## config.mk

```make
export PLATFORM = sky130hd
export DESIGN_NAME = mem_stage_ctrl
export DESIGN_NICKNAME = d
export VERILOG_FILES = /design/src/rtl/lc3b_types.sv /design/src/rtl/mem_stage_ctrl.sv
export SDC_FILE = /design/constraint.sdc
export NUM_CORES = 1
export LEC_CHECK = 0
export BUFFER_PORTS_ARGS = -buffer_cell sky130_fd_sc_hd__clkbuf_2
export CORE_UTILIZATION = 43
export DETAILED_ROUTE_END_ITERATION = 12
export PLACE_DENSITY = 0.81
export SLEW_MARGIN = 20
export SYNTH_ARGS = -nofsm -noshare
export SYNTH_HDL_FRONTEND = slang
export SYNTH_SLANG_ARGS = --single-unit
export TNS_END_PERCENT = 5
```

## constraint.sdc

```tcl
create_clock -name clk -period 2 [get_ports clk]
set_input_delay 0.4 -clock clk [delete_from_list [all_inputs] [get_ports clk]]
set_output_delay 0.4 -clock clk [all_outputs]
set_load 0.05 [all_outputs]
```

## src/rtl/lc3b_types.sv

```systemverilog
// Shared LC-3b pipeline types: memory-stage sequencer state and helpers.
package lc3b_types;

   typedef enum logic [1:0] {
      MEM_IDLE   = 2'd0,
      MEM_PTR    = 2'd1,
      MEM_ACCESS = 2'd2
   } lc3b_mem_state;

   localparam logic [1:0] BE_WORD = 2'b11;

   function automatic logic [15:0] sat_inc16(input logic [15:0] v);
      return (v == 16'hFFFF) ? v : v + 16'd1;
   endfunction

endpackage

```

## src/rtl/mem_stage_ctrl.sv

```systemverilog
// MEM-stage data-cache sequencer: drives the cache port, stalls the pipe until
// the access completes, and runs the pointer fetch for LDI/STI.
module mem_stage_ctrl
   import lc3b_types::*;
#(
   parameter int ADDR_W = 16,
   parameter int DATA_W = 16
) (
   input  logic              clk,
   input  logic              rst,
   input  logic              valid,
   input  logic              mem_read,
   input  logic              mem_write,
   input  logic              indirect_enable,
   input  logic [1:0]        mem_byte_enable,
   input  logic [ADDR_W-1:0] addr,
   input  logic [DATA_W-1:0] wdata,
   input  logic              dmem_resp,
   input  logic [DATA_W-1:0] dmem_rdata,
   output logic              dmem_read,
   output logic              dmem_write,
   output logic [ADDR_W-1:0] dmem_address,
   output logic [DATA_W-1:0] dmem_wdata,
   output logic [1:0]        dmem_byte_enable,
   output logic              stall,
   output logic [DATA_W-1:0] rdata_out,
   output logic [15:0]       stall_count
);

   lc3b_mem_state     state_q, state_d;
   logic [ADDR_W-1:0] addr_q;
   logic [DATA_W-1:0] wdata_q;
   logic [DATA_W-1:0] rdata_q;
   logic [1:0]        be_q;
   logic              write_q;
   logic [15:0]       cnt_q;
   logic              req;
   logic              done;

   assign req  = valid & (mem_read | mem_write);
   // A reset coinciding with the final response abandons the access.
   assign done = (state_q == MEM_ACCESS) & dmem_resp & ~rst;

   always_comb begin
      state_d          = state_q;
      stall            = 1'b0;
      dmem_read        = 1'b0;
      dmem_write       = 1'b0;
      dmem_byte_enable = be_q;
      case (state_q)
         MEM_IDLE: begin
            stall = req;
            if (req)
               state_d = indirect_enable ? MEM_PTR : MEM_ACCESS;
         end
         MEM_PTR: begin
            stall            = 1'b1;
            dmem_read        = 1'b1;
            dmem_byte_enable = BE_WORD;
            if (dmem_resp)
               state_d = MEM_ACCESS;
         end
         MEM_ACCESS: begin
            stall      = ~dmem_resp;
            dmem_read  = ~write_q;
            dmem_write = write_q;
            if (dmem_resp)
               state_d = MEM_IDLE;
         end
         default: state_d = MEM_IDLE;
      endcase
   end

   assign dmem_address = {addr_q[ADDR_W-1:1], 1'b0};
   assign dmem_wdata   = wdata_q;
   assign rdata_out    = (done & ~write_q) ? dmem_rdata : rdata_q;
   assign stall_count  = cnt_q;

   always_ff @(posedge clk) begin
      if (rst) begin
         state_q <= MEM_IDLE;
         addr_q  <= '0;
         wdata_q <= '0;
         rdata_q <= '0;
         be_q    <= BE_WORD;
         write_q <= 1'b0;
         cnt_q   <= '0;
      end else begin
         state_q <= state_d;
         if (stall)
            cnt_q <= sat_inc16(cnt_q);
         case (state_q)
            MEM_IDLE: begin
               if (req) begin
                  addr_q  <= addr;
                  wdata_q <= wdata;
                  be_q    <= mem_byte_enable;
                  write_q <= mem_write;
               end
            end
            MEM_PTR: begin
               // The fetched pointer becomes the target; indirect accesses are word-only.
               if (dmem_resp) begin
                  addr_q <= ADDR_W'(dmem_rdata);
                  be_q   <= BE_WORD;
               end
            end
            MEM_ACCESS: begin
               if (dmem_resp & ~write_q)
                  rdata_q <= dmem_rdata;
            end
            default: ;
         endcase
      end
   end

endmodule

```

==> results of run 1 <==
[where the power goes]
group          switching, W  internal (W)
clock network      0.000546      0.000607
registers         0.0000948       0.00152
logic               0.00119      0.000674
[metrics by stage]
stage	setup slack, ps	power [W]
floorplan	-28.9	0.00281
CTS	-373	0.00461
finish	-333	0.00464
detailed placement	-127	0.00333
global route	-402	0.00485
global placement	-70.0	0.00329
[cells in the mapped netlist, drive strengths merged, types with 4 or more instances]
library cell	n
dfxtp	68
nand2	43
a21oi	33
nor2	24
mux2	19
clkbuf	17
mux2i	17
a22o	16
a211oi	15
or4	11
o31ai	10
buf	8
nand3	7
inv	6
ha	5
o21ai	5
and4	4
nor4	4
[sequential cells by signal, summed over array words and instances (netlist names)]
signal	flops
dmem_wdata	16
state_q	2
stall_count	16
write_q	1
addr_q	15
rdata_q	16
be_q	2
[cell families (layout without fill, tap and decap cells)]
family | after synthesis | in the layout | share of synthesized area [%]
AO/OA/AOI/OAI | 88 | 88 | 19.9
other | 1 | 1 | 0.123
flip-flops | 68 | 68 | 44.5
AND/OR/NAND/NOR | 105 | 105 | 16.6
multiplexers | 36 | 36 | 12.6
adder cells (fa/ha/maj) | 5 | 5 | 2.04
buffers and inverters | 31 | 179 | 4.33
[repair_timing]
action,in CTS,in global routing
pin swaps,4,12
endpoints found under the setup margin,39,37
resized for setup,56,24
buffers inserted,4,2
gates cloned,2,0
[tightest hold or removal path, delay by kind of cell]
family | cells | cell delay [ps]
AOI/OAI and AO/OA | 1 | 50
buffers and inverters | 1 | 80
and+or+nand+nor | 1 | 50
[layout by cell type, fill, tap and decap left out, drive strengths merged, types with 5 or more instances in the layout]
cell type / n
clkbuf: 114
a22o: 16
o31ai: 10
ha: 5
nand2: 43
nor2: 24
inv: 7
o21ai: 5
buf: 54
dfxtp: 68
a211oi: 15
mux2i: 17
a21oi: 33
nand3: 7
or4: 11
mux2: 19
[layer usage]
metal  up-vias  track usage, %  share of wire (%)
li1       1501               -                  -
met5         -               0                  0
met1      1475            27.9                 39
met3        33            5.14                5.9
met2       108            41.0                 51
met4         0            16.1                4.1
[final cells by class]
cell class	instances	area (um^2)	area share, %
clock buffer	10	138	3.00
clock inverter	5	61.3	1.34
inverter	6	25.0	0.546
multi-input combinational	235	1720	37.5
sequential	68	1370	29.8
tap	96	120	2.62
timing repair buffer	158	1160	25.2
[final timing paths]
kind                 start              end  slack (ps)  cells after the start
min reg2reg  dmem_wdata[9]    dmem_wdata[9]         460                      2
max             state_q[0]    rdata_out[12]        -330                      8
min              wdata[13]   dmem_wdata[13]         260                      3
max reg2reg     state_q[1]  stall_count[11]         -80                      7
==> run metrics, run 1 <==
CP max stage cell dfxtp_2; WL per Instance 15.4 um; dpl hpwl 5730 um; Die Area around 0.0075 mm^2; unrepaired setup endpoints after global routing true; cts bufs inserted 9; Syn Nets ~400; syn_area_per_cell 9.16 um^2; Clk pin slew, worst setup/hold paths 80 ps; Core Box Area just under 0.007 mm^2; placed insts 558; vias in the first global route 2,959; hold_ws 262 ps; clk buf depth 2; routed via count a little over 3,000; CTS Hold Buffers Added 0; clock latency on the worst-skew pair 350 ps; Setup CP Type flip-flop to primary output; CP required 1600 ps; TritonRoute pass-1 iters 4; worst min path class input port to flip-flop; max_slew headroom approximately 60%; All-Layer GR Usage 24.3%; Final Instance Area 0.00459 mm^2; Setup WS post-layout -333 ps; die height 86.4 um; row count 30; Seq/Total Area, Yosys 44.5%; DP Area 0.00406 mm^2; Area Growth Syn to Fin 49.8%; crit path time final 2330 ps; diodes inserted 0; post-synthesis register bit count 68; pins over their slew limit 0; outcome finished, violations left; setup violators final 23; CP Data Arrival Time 1930 ps; Syn. warnings 0; failing checks setup timing; cells along the critical path inv_2 -> ha_4 -> nor2b_4 -> nand2_2 -> nor2_4 -> buf_8 -> mux2_4 -> clkbuf_16; layout net count between 500 and 600; CP bufs+invs 3; startpoint types flip-flop; cell area after synthesis 0.00306 mm^2; Synth area leaders dfxtp_1, mux2_2, mux2i_1; first-pass GRT wire length 13,900 um; Cell variety after synth 38; Die X 86.4 um; maxcap violations 0; Slew @ Worst Pin 575 ps; final count of hold timing violations 0; Sink Count 68; First DRT Iteration DRCs 125; DRC Markers 0; P_leak 1.97 nW; clk_skew 13.9 ps; asr flop ratio synth 0%; PortBufs between 100 and 150; cells after synthesis 334; initial antenna violation count 0; final WL 8910 um; VDD IR max 0.000689 V; Yosys top cell area share 44.5%; Initial Utilization between 40% and 50%; crit-path max cell delay about 330 ps; io pins around 130; clock root cell clkbuf_8; worst-path fanout max 6; total grt overflow 0; Fillers 561; family with the most delay on the worst path buffers and inverters; Synth Flop Type dfxtp_1; Power Density 1010 mW/mm^2; EDFF count, synth 0; Max Freq 0.429 GHz; Post-DRT Antenna Nets 0; H-tree depth 3; layout cell share with drive strength beyond 1 45.0%; area leader, netlist dfxtp_1; TritonCTS clock tree done; Setup TNS -5700 ps; Layout Cells excl Fill 578; Final GP Congestion 0.814; pin count of the biggest net entering global routing 56; final core area utilization 67.1%; via/cell ratio 5.39; Crit. End Element primary output; post-route clock period utilization 117%
Power figures use the tool's default switching activity.
==> run 2: changes to the inputs <==
==> constraint.sdc (replaced) <==
create_clock -name clk -period 2 [get_ports clk]
set_input_delay 0.1 -clock clk [delete_from_list [all_inputs] [get_ports clk]]
set_output_delay 0.1 -clock clk [all_outputs]
set_load 0.05 [all_outputs]
==> run 2 against run 1 <==
Effect of this change: combinational power down 5%; clock skew fell by 4.5 ps; flip-flop and latch count unchanged; the flow now finishes without violations; setup slack improved by 350 ps; fmax up 17%; largest cell class unchanged; routed wire length is 0.38% higher; die area is the same; final cell count is 0.69% higher.
==> run metrics, run 2 (synthesized netlist as in run 1, its figures left out) <==
outcome finished, final reports clean; Area Growth Syn to Fin 50.8%; diodes inserted 0 (unchanged); maxcap violations 0 (unchanged); cts bufs inserted 9 (unchanged); Die X 86.4 um (unchanged); layout cell share with drive strength beyond 1 41.4% (-3.7 points); max_slew headroom 55.3% (-6.4 points); Power Density 1040 mW/mm^2 (+2.6%); Reg2Reg Setup Slack 50 ps (+130 ps); vias in the first global route 3,052 (+3.1%); Core Box Area 0.00683 mm^2 (unchanged); io pins 126 (unchanged); first-pass GRT wire length 14,200 um (+2.1%); All-Layer GR Usage 24.4% (+0.078 points); NetSw 0.00181 W (-1.7%); Max Freq 0.504 GHz (+17%); Crit. End Element primary output; Slew @ Worst Pin 663 ps (+88.5 ps); VDD IR max 0.000657 V (-4.8%); worst r2r path cells 6 (-1); final WL 8950 um (+0.38%); Clk pin slew, worst setup/hold paths 80 ps (about the same); Sw Ratio 37.7% (-1.9 points); Setup CP Type flip-flop to primary output; die height 86.4 um (unchanged); pin count of the biggest net entering global routing 56 (unchanged); pins over their slew limit 0 (unchanged); worst hold start mem_byte_enable[1]; clock root cell clkbuf_8; Die Area 0.00746 mm^2 (unchanged); commonest non-fill, non-tap cell in the layout clkbuf_2; TritonCTS clock tree done; via/cell ratio 5.38 (-0.24%); Hold Path End be_q[1]; P_leak 1.98 nW (+0.41%); Fillers 529 (-5.7%); r2r startpoint state_q[0]; clock power share 29.1% (+4.2 points); CP required 1900 ps (+300 ps); setup violators final 0 (-100%); Initial Utilization 44.8% (unchanged); startpoint types flip-flop; H-tree depth 3 (unchanged); clk buf depth 2 (unchanged); PortBufs 123 (unchanged); reg-to-reg critical path endpoint stall_count[9]; Sink Count 68 (unchanged); WL per Instance 15.4 um (-0.31%); Comb power frac 37.1% (-3.2 points); total power 0.00479 W (+3.3%); Final Instance Area 0.00462 mm^2 (+0.65%); First DRT Iteration DRCs 121 (-3.2%); final count of hold timing violations 0 (unchanged); clock latency on the worst-skew pair 330 ps (-20 ps); initial antenna violation count 0 (unchanged); TritonRoute pass-1 iters 4 (unchanged); CP Data Arrival Time 1890 ps (-40 ps); hold depth 3 (unchanged); worst-path fanout max 8 (+2); clk_skew 9.47 ps (-4.47 ps); crit path time final 1990 ps (-347 ps); post-route clock period utilization 99.3% (-17 points); Seq pwr share 33.8% (-1.0 points); Final GP Congestion 0.817 (+0.38%); dpl hpwl 5330 um (-7.0%); Post-DRT Antenna Nets 0 (unchanged); Pint 0.00298 W (+6.5%); routed via count 3,131 (+0.45%); row count 30 (unchanged); total grt overflow 0 (unchanged); DRC Markers 0 (unchanged); DP Area 0.00382 mm^2 (-5.7%); most frequent cells in the layout clkbuf_2, dfxtp_1, nand2_1, a21oi_1, nor2_1; unrepaired setup endpoints after global routing true; worst min path class input port to flip-flop; layout net count 543 (+0.56%)
-- run 2: cell types whose count changed in the layout (fill, tap and decap cells not counted), moves of 4 or more --
cell           delta
clkbuf_8          +7
buf_8             -8
clkbuf_2          +4
dlygate4sd3_1    +16
buf_12            -5
buf_4            -13
-- run 2: metrics by stage --
stage               TNS (ps)  hold slack, ps  cells  utilization [%]  worst slack (ps)
detailed placement      -224             329    542             56.0             -30.3
global placement           0             324    542             56.0              32.2
global route            -964            21.2    582             67.6             -65.0
finish                     0            20.8    582             67.6              14.3
floorplan              -48.6             233    334                -             -48.6
CTS                     -750           0.348    583             67.5             -58.1
-- run 2: worst max-delay path, cell delays in order, from the launching register on --
cell and delay, ps:
dfxtp_2 330, inv_2 70, ha_4 130, nor2b_4 160, nand2_2 70, nor2_4 110, buf_6 180, mux2_4 320
clkbuf_8 180
-- run 2: repair_timing --
| action | CTS | global route |
|---|---|---|
| cloned | 2 | 0 |
| buffers inserted | 7 | 1 |
| hold buffers | 16 | 0 |
| setup endpoints to repair | 17 | 29 |
| hold endpoints to repair | 16 | 0 |
| pin swaps | 4 | 3 |
| gates resized for setup | 64 | 18 |
-- run 2: power groups by stage --
| stage | Combinational [W] | Sequential (W) | Clock (W) |
|---|---|---|---|
| final | 0.00178 | 0.00162 | 0.00139 |
| after global routing | 0.00189 | 0.00164 | 0.00147 |
| after CTS | 0.00174 | 0.00161 | 0.00142 |
| after detailed placement | 0.00158 | 0.00163 | 0 |
| after global placement | 0.00154 | 0.00163 | 0 |
| after floorplan | 0.000715 | 0.00207 | 0 |
-- run 2: final cells by class --
class / instances / area [um^2] / share of cell area [%]
clock inverters: 6 / 111 / 2.41
clock buffers: 10 / 138 / 2.98
inverters: 6 / 22.5 / 0.488
flip-flops and latches: 68 / 1370 / 29.7
repair buffers: 161 / 1160 / 25.1
well taps: 96 / 120 / 2.60
multi-input cells: 235 / 1700 / 36.8
-- run 2: how the worst max path moves through the flow --
stage	from	endpoint	slack, ps	cells past startpoint
detailed placement	state_q[0]	rdata_out[12]	-30	8
global route	state_q[0]	rdata_out[5]	-60	8
global placement	state_q[0]	rdata_out[15]	30	8
CTS	state_q[0]	rdata_out[15]	-60	9
finish	state_q[0]	rdata_out[5]	10	8
floorplan	state_q[0]	stall_count[1]	-50	9
-- run 2: layer usage --
metal / vias up / GRT usage [%] / wire length [um]
met1: 1459 / 27.4 / 3580
met2: 140 / 43.6 / 4510
li1: 1507 / - / -
met3: 25 / 6.00 / 593
met5: - / 0 / 0
met4: 0 / 11.1 / 257
